--- config.mk ---
export PLATFORM = sky130hd
export DESIGN_NAME = load_store_unit_flat
export DESIGN_NICKNAME = d
export VERILOG_FILES = /design/src/rtl/load_store_unit_if.sv /design/src/rtl/load_store_unit.sv /design/src/flat_wrapper.sv
export SDC_FILE = /design/constraint.sdc
export NUM_CORES = 1
export LEC_CHECK = 0
export ABC_AREA = 1
export CORE_UTILIZATION = 35
export CTS_CLUSTER_DIAMETER = 100
export DETAILED_ROUTE_END_ITERATION = 7
export HOLD_SLACK_MARGIN = 0.02
export SYNTH_ARGS = -nofsm -noshare
export SYNTH_HDL_FRONTEND = slang
export SYNTH_SLANG_ARGS = --single-unit
export TNS_END_PERCENT = 30
--- constraint.sdc ---
create_clock -name clock -period 2.7 [get_ports clock]
set_input_delay 0.81 -clock clock [delete_from_list [all_inputs] [get_ports clock]]
set_output_delay 0.81 -clock clock [all_outputs]
set_load 0.01 [all_outputs]
--- src/rtl/load_store_unit_if.sv ---
// Request/response and data-memory signal bundle for the load/store unit.
// The slave modport is the unit itself; the master modport is the pipeline plus memory.
interface load_store_unit_if #(
    parameter int ADDR_W = 5
);
    // Handshake: a request transfers at a rising edge where req_valid && req_ready.
    // The requester holds opcode/addr/wdata stable while req_ready is low.
    // resp_valid is a one-cycle pulse with no back-pressure.
    logic              req_valid;
    logic              req_ready;
    logic [5:0]        opcode;
    logic [31:0]       addr;
    logic [31:0]       wdata;
    logic              resp_valid;
    logic [31:0]       rdata;
    logic              fault;
    logic [ADDR_W-1:0] mem_addr;
    logic              mem_we;
    logic [31:0]       mem_wdata;
    logic [31:0]       mem_rdata;
    logic [2:0]        dbg_state;

    modport slave (
        input  req_valid, opcode, addr, wdata, mem_rdata,
        output req_ready, resp_valid, rdata, fault, mem_addr, mem_we, mem_wdata, dbg_state
    );

    modport master (
        output req_valid, opcode, addr, wdata, mem_rdata,
        input  req_ready, resp_valid, rdata, fault, mem_addr, mem_we, mem_wdata, dbg_state
    );
endinterface

--- src/rtl/load_store_unit.sv ---
// MIPS memory-stage load/store unit: big-endian sub-word loads with extension,
// read-modify-write sub-word stores, and alignment/range fault detection.
module load_store_unit #(
    parameter int ADDR_W = 5
) (
    input  logic               clock,
    input  logic               reset,
    load_store_unit_if.slave   bus
);
    typedef enum logic [2:0] {
        S_IDLE   = 3'd0,
        S_LOAD   = 3'd1,
        S_RMW_RD = 3'd2,
        S_WRITE  = 3'd3,
        S_DONE   = 3'd4
    } state_t;

    localparam logic [5:0] OP_LB  = 6'b100000;
    localparam logic [5:0] OP_LH  = 6'b100001;
    localparam logic [5:0] OP_LW  = 6'b100011;
    localparam logic [5:0] OP_LBU = 6'b100100;
    localparam logic [5:0] OP_LHU = 6'b100101;
    localparam logic [5:0] OP_SB  = 6'b101000;
    localparam logic [5:0] OP_SH  = 6'b101001;
    localparam logic [5:0] OP_SW  = 6'b101011;

    state_t            r_state;
    state_t            w_next;
    logic [5:0]        r_opcode;
    logic [1:0]        r_off;
    logic [15:0]       r_wdata;
    logic [ADDR_W-1:0] r_mem_addr;
    logic [31:0]       r_mem_wdata;
    logic [31:0]       r_rdata;
    logic              r_fault;

    logic        w_is_load;
    logic        w_is_sw;
    logic        w_is_mem;
    logic        w_misaligned;
    logic        w_out_of_range;
    logic        w_fault;
    logic        w_accept;
    logic [7:0]  w_byte;
    logic [15:0] w_half;
    logic [31:0] w_load_val;
    logic [31:0] w_merge;

    // Decode of the request currently presented on the bus.
    always_comb begin
        w_is_load    = 1'b0;
        w_is_sw      = 1'b0;
        w_is_mem     = 1'b0;
        w_misaligned = 1'b0;
        case (bus.opcode)
            OP_LB, OP_LBU: begin
                w_is_load = 1'b1;
                w_is_mem  = 1'b1;
            end
            OP_LH, OP_LHU: begin
                w_is_load    = 1'b1;
                w_is_mem     = 1'b1;
                w_misaligned = bus.addr[0];
            end
            OP_LW: begin
                w_is_load    = 1'b1;
                w_is_mem     = 1'b1;
                w_misaligned = |bus.addr[1:0];
            end
            OP_SB: begin
                w_is_mem = 1'b1;
            end
            OP_SH: begin
                w_is_mem     = 1'b1;
                w_misaligned = bus.addr[0];
            end
            OP_SW: begin
                w_is_sw      = 1'b1;
                w_is_mem     = 1'b1;
                w_misaligned = |bus.addr[1:0];
            end
            default: begin
                w_is_mem = 1'b0;
            end
        endcase
    end

    assign w_out_of_range = |bus.addr[31:ADDR_W+2];
    assign w_fault        = w_misaligned | w_out_of_range;
    assign w_accept       = (r_state == S_IDLE) & bus.req_valid & w_is_mem;

    // Big-endian lane select: offset 0 is the most significant byte/half.
    always_comb begin
        w_byte = 8'h00;
        case (r_off)
            2'd0: w_byte = bus.mem_rdata[31:24];
            2'd1: w_byte = bus.mem_rdata[23:16];
            2'd2: w_byte = bus.mem_rdata[15:8];
            2'd3: w_byte = bus.mem_rdata[7:0];
            default: w_byte = 8'h00;
        endcase
        w_half = r_off[1] ? bus.mem_rdata[15:0] : bus.mem_rdata[31:16];

        w_load_val = 32'h0;
        case (r_opcode)
            OP_LB:   w_load_val = {{24{w_byte[7]}}, w_byte};
            OP_LBU:  w_load_val = {24'h0, w_byte};
            OP_LH:   w_load_val = {{16{w_half[15]}}, w_half};
            OP_LHU:  w_load_val = {16'h0, w_half};
            OP_LW:   w_load_val = bus.mem_rdata;
            default: w_load_val = 32'h0;
        endcase

        w_merge = bus.mem_rdata;
        if (r_opcode == OP_SB) begin
            case (r_off)
                2'd0: w_merge[31:24] = r_wdata[7:0];
                2'd1: w_merge[23:16] = r_wdata[7:0];
                2'd2: w_merge[15:8]  = r_wdata[7:0];
                2'd3: w_merge[7:0]   = r_wdata[7:0];
                default: w_merge = bus.mem_rdata;
            endcase
        end else if (r_off[1]) begin
            w_merge[15:0] = r_wdata;
        end else begin
            w_merge[31:16] = r_wdata;
        end
    end

    always_ff @(posedge clock) begin
        if (reset) begin
            r_state <= S_IDLE;
        end else begin
            r_state <= w_next;
        end
    end

    always_comb begin
        w_next = r_state;
        unique case (r_state)
            S_IDLE: begin
                if (w_accept) begin
                    if (w_fault)        w_next = S_DONE;
                    else if (w_is_load) w_next = S_LOAD;
                    else if (w_is_sw)   w_next = S_WRITE;
                    else                w_next = S_RMW_RD;
                end
            end
            S_LOAD:   w_next = S_DONE;
            S_RMW_RD: w_next = S_WRITE;
            S_WRITE:  w_next = S_DONE;
            S_DONE:   w_next = S_IDLE;
            default:  w_next = S_IDLE;
        endcase
    end

    // rdata/fault only change on the edge entering DONE, so they hold between responses.
    always_ff @(posedge clock) begin
        if (reset) begin
            r_opcode    <= 6'h0;
            r_off       <= 2'd0;
            r_wdata     <= 16'h0;
            r_mem_addr  <= '0;
            r_mem_wdata <= 32'h0;
            r_rdata     <= 32'h0;
            r_fault     <= 1'b0;
        end else begin
            unique case (r_state)
                S_IDLE: begin
                    if (w_accept) begin
                        r_opcode   <= bus.opcode;
                        r_off      <= bus.addr[1:0];
                        r_wdata    <= bus.wdata[15:0];
                        r_mem_addr <= bus.addr[ADDR_W+1:2];
                        if (w_is_sw) begin
                            r_mem_wdata <= bus.wdata;
                        end
                        if (w_fault) begin
                            r_rdata <= 32'h0;
                            r_fault <= 1'b1;
                        end
                    end
                end
                S_LOAD: begin
                    r_rdata <= w_load_val;
                    r_fault <= 1'b0;
                end
                S_RMW_RD: begin
                    r_mem_wdata <= w_merge;
                end
                S_WRITE: begin
                    r_rdata <= 32'h0;
                    r_fault <= 1'b0;
                end
                default: begin
                    r_fault <= r_fault;
                end
            endcase
        end
    end

    assign bus.req_ready  = (r_state == S_IDLE) & ~reset;
    assign bus.resp_valid = (r_state == S_DONE) & ~reset;
    assign bus.mem_we     = (r_state == S_WRITE) & ~reset;
    assign bus.mem_addr   = r_mem_addr;
    assign bus.mem_wdata  = r_mem_wdata;
    assign bus.rdata      = r_rdata;
    assign bus.fault      = r_fault;
    assign bus.dbg_state  = r_state;
endmodule

--- src/flat_wrapper.sv ---
// flat-port wrapper written by rule: the top's interface ports become plain ports
module load_store_unit_flat 
#(
    parameter int ADDR_W = 5
)
  (clock, reset, bus_req_valid, bus_opcode, bus_addr, bus_wdata, bus_mem_rdata, bus_req_ready, bus_resp_valid, bus_rdata, bus_fault, bus_mem_addr, bus_mem_we, bus_mem_wdata, bus_dbg_state);
  load_store_unit_if #(.ADDR_W(ADDR_W)) bus_i ();
  input  logic clock;
  input  logic reset;
  input wire logic [$bits(bus_i.req_valid)-1:0] bus_req_valid;
  input wire logic [$bits(bus_i.opcode)-1:0] bus_opcode;
  input wire logic [$bits(bus_i.addr)-1:0] bus_addr;
  input wire logic [$bits(bus_i.wdata)-1:0] bus_wdata;
  input wire logic [$bits(bus_i.mem_rdata)-1:0] bus_mem_rdata;
  output wire logic [$bits(bus_i.req_ready)-1:0] bus_req_ready;
  output wire logic [$bits(bus_i.resp_valid)-1:0] bus_resp_valid;
  output wire logic [$bits(bus_i.rdata)-1:0] bus_rdata;
  output wire logic [$bits(bus_i.fault)-1:0] bus_fault;
  output wire logic [$bits(bus_i.mem_addr)-1:0] bus_mem_addr;
  output wire logic [$bits(bus_i.mem_we)-1:0] bus_mem_we;
  output wire logic [$bits(bus_i.mem_wdata)-1:0] bus_mem_wdata;
  output wire logic [$bits(bus_i.dbg_state)-1:0] bus_dbg_state;
  assign bus_i.req_valid = bus_req_valid;
  assign bus_i.opcode = bus_opcode;
  assign bus_i.addr = bus_addr;
  assign bus_i.wdata = bus_wdata;
  assign bus_i.mem_rdata = bus_mem_rdata;
  assign bus_req_ready = bus_i.req_ready;
  assign bus_resp_valid = bus_i.resp_valid;
  assign bus_rdata = bus_i.rdata;
  assign bus_fault = bus_i.fault;
  assign bus_mem_addr = bus_i.mem_addr;
  assign bus_mem_we = bus_i.mem_we;
  assign bus_mem_wdata = bus_i.mem_wdata;
  assign bus_dbg_state = bus_i.dbg_state;
  load_store_unit #(.ADDR_W(ADDR_W)) u_core (.clock(clock), .reset(reset), .bus(bus_i));
endmodule
==> results by group <==
Run status
  – Status: finished, final reports clean

Clocking
  – CTS Hold Bufs: 0
  – CTS tree: done
  – Clk buf depth: 2
  – Post-cts repair resize count: 3
  – CTS Buf Count: 9
  – Post-CTS Setup Bufs: 0
  – Root Driver: clkbuf_16
  – Max H-tree Level: 3
  – Clk sinks: 97
  – Worst skew pair latency: 0.36 ns
  – Clock slew at reported path FFs: 0.07 ns

Power and ir drop
  – Sw Ratio: between 20 and 30%
  – Pleak: 3.61 nW
  – IR Drop Worst-Case VDD: ~0.36 mV
  – Gate power share: 20.8%
  – Clock power frac: 36.9%
  – Pint: 2.61 mW
  – Net load switching power: roughly 1.0 mW
  – Part of the power in registers: 42.4%
  – PwrDens: 419 mW/mm^2

Cells and area
  – Register Area: 0.00194 sq mm
  – Area of the multi-input gates: approximately 0.0037 sq mm
  – Cell area after layout: 0.00859 sq mm
  – Area delta synth->final: 37.1%
  – Nets: 1,285
  – Share of post-route cells with drive strength above 1: approximately 7.9%
  – FILL cells: 1,852
  – Non-Filler Instances: 1,410
  – N_diodes: 0

Hold path
  – Worst min path class: reg -> reg

Synth
  – Distinct cells, synth: 31
  – Most frequent cells after synthesis: nand2_1 (304), nor2_1 (155), dfxtp_1 (97), nand3_1 (90), o21ai_0 (78)
  – Ys flop type: dfxtp_1
  – Post-synth net total: between 1,000 and 1,500
  – Synth top area cells: dfxtp_1 (31%), nand2_1 (18%), nor2_1 (9.3%)
  – Cells after synthesis: 1,025
  – Post-synth top area share: 31.0%
  – Ys Warns: 0
  – Synth area leader: dfxtp_1
  – Post-synth EDFFs: 0
  – Post-Syn Area: roughly 0.0063 sq mm
  – Flops & latches, synth: 97
  – Synth async-reset ratio: 0%
  – Count leader, synth: nand2_1
  – Seq/Total Area, Yosys: 31.0%
  – Avg Cell Area, Syn: 6.11 sq um

Placed design
  – Area after DPL: between 0.008 and 0.009 sq mm
  – Hpwl dp: 16,200 um
  – Gpl congestion: roughly 0.9
  – Worst slack, placed: -0.193 ns
  – Placed cell count: 1,394
  – Port Buffers: 180

Routing
  – Top sig layer: met4
  – Wire length on met3: 1590 um
  – Drt drc: 0
  – Routed Antenna Nets: 0
  – Detailed-route via count: 7,062
  – TritonRoute pass-1 iters: 5
  – DR WL met2: 9530 um
  – Iter 0 DRT Violations: 557
  – Wire per inst: ~15 um
  – Total Wirelength: 21,400 um
  – Wl on met1: just under 10,000 um
  – Vias per inst: 5.01

Critical path
  – CP peak stage delay: 0.48 ns
  – Critical path, cell by cell: clkdlybuf4s50_1, nor4_1, dlygate4sd2_1
  – Element type at the critical path end: output port
  – Critical path launch point type: primary input
  – Slowest CP cell: clkdlybuf4s50_1
  – Max FO, Critical Path: 5
  – CP Buf/Inv Count: 2
  – Critical path class: in -> out
  – WP data arrival: 1.76 ns
  – Critical Path RT: 1.89 ns
  – Largest delay share family, worst path: buffers and inverters

Timing
  – Final Setup Violations: 0
  – RSZ-0062 raised after global routing: no
  – Max-slew violations: 0
  – Max_slew headroom: 57.6%
  – Final worst setup slack: 0.135 ns
  – Final hold violations: 0
  – Setup Skew: 0.00969 ns
  – Post-route clock period utilization: a little over nine tenths
  – Fmax: 0.390 GHz
  – Fin crit period: 2.57 ns
  – Actual slew at the worst max-slew pin: 0.635 ns

Floorplan
  – DIE WIDTH: 136 um
  – Die Span Y: 136 um
  – Die Area: 0.0184 sq mm
  – Core area: 0.0174 sq mm
  – Starting Density: 36.0%
  – Rows: 48
  – IO Pins: 181

Global route
  – Initial antenna violation count: 0
  – Total track usage: 23.8%
  – Number of global-route vias before repair: 6,391
  – GRT Residual Overflow: 0
  – Largest net degree at the start of global routing: 66
  – First-pass GRT wire length: about 34,000 um

Run
  – Max-cap check violation count: 0
registers in the layout (all words and copies together), names as in the netlist:
signal / cells
u_core.bus.mem_wdata: 32
u_core.bus.rdata: 32
u_core.r_wdata: 16
u_core.r_opcode: 6
u_core.bus.mem_addr: 5
u_core.bus.dbg_state: 3
u_core.r_off: 2
u_core.bus.fault: 1
area by class of cell:
cell class / count / share of cell area, %
clock inverters: 4 / 0.612
multi-input cells: 781 / 42.5
clock buffers: 12 / 2.87
inverters: 78 / 3.41
well taps: 225 / 3.28
repair buffers: 213 / 24.7
flip-flops and latches: 97 / 22.6
cells by family (layout without fill, tap and decap cells):
logic type             after synthesis  after routing  share of synthesized area [%]
buffers and inverters              147            307                           10.7
AO/OA/AOI/OAI                      210            210                           20.6
AND/OR/NAND/NOR                    571            571                           37.8
flip-flops                          97             97                           31.0
worst reg2reg max path: cells and delay by family (launching register included):
family          cells  cell delay (ns)
simple gates        6             1.01
buf+inv             1             0.49
compound gates      2             0.34
flops               1             0.32
placed cells by master (no fill, tap or decap), types with 4 or more instances in the layout:
master,n
nand2_1,304
clkdlybuf4s50_1,177
nor2_1,155
dfxtp_1,96
nand3_1,90
o21ai_0,78
inv_1,69
o211ai_1,62
a21oi_1,48
buf_4,27
a21oi_2,22
inv_2,9
clkbuf_16,9
buf_12,6
nor2_2,4
per-stage QoR:
step / hold slack [ns] / util (%) / setup TNS [ns] / power, mW
final: 0.452 / 49.3 / 0 / 3.60
after global routing: 0.478 / 49.3 / 0 / 3.77
after CTS: 0.460 / 49.3 / 0 / 3.63
after detailed placement: 0.450 / 47.6 / -0.427 / 2.31
after global placement: 0.449 / 47.6 / -0.331 / 2.30
after floorplan: 0.445 / - / 0 / 1.94
final timing paths:
path	from	endpoint	slack [ns]	depth (start not counted)
max reg2reg	u_core.r_off[1]	u_core.bus.mem_wdata[8]	0.47	9
max	reset	bus_resp_valid	0.13	3
min	u_core.bus.fault	u_core.bus.fault	0.45	2
min reg2reg	u_core.bus.fault	u_core.bus.fault	0.45	2
metal layers:
layer	track usage (%)	vias to the layer above
met4	7.30	0
met2	37.1	233
met1	32.6	3168
li1	-	3636
met3	5.07	25
met5	0	-
power by group through the flow:
stage               registers (mW)  logic (mW)  clock network [mW]
detailed placement            1.56       0.746                   0
global placement              1.56       0.743                   0
floorplan                     1.57       0.363                   0
global route                  1.53       0.827                1.41
CTS                           1.53       0.748                1.36
finish                        1.53       0.749                1.33
No activity file was read; power rests on OpenSTA's default activity.
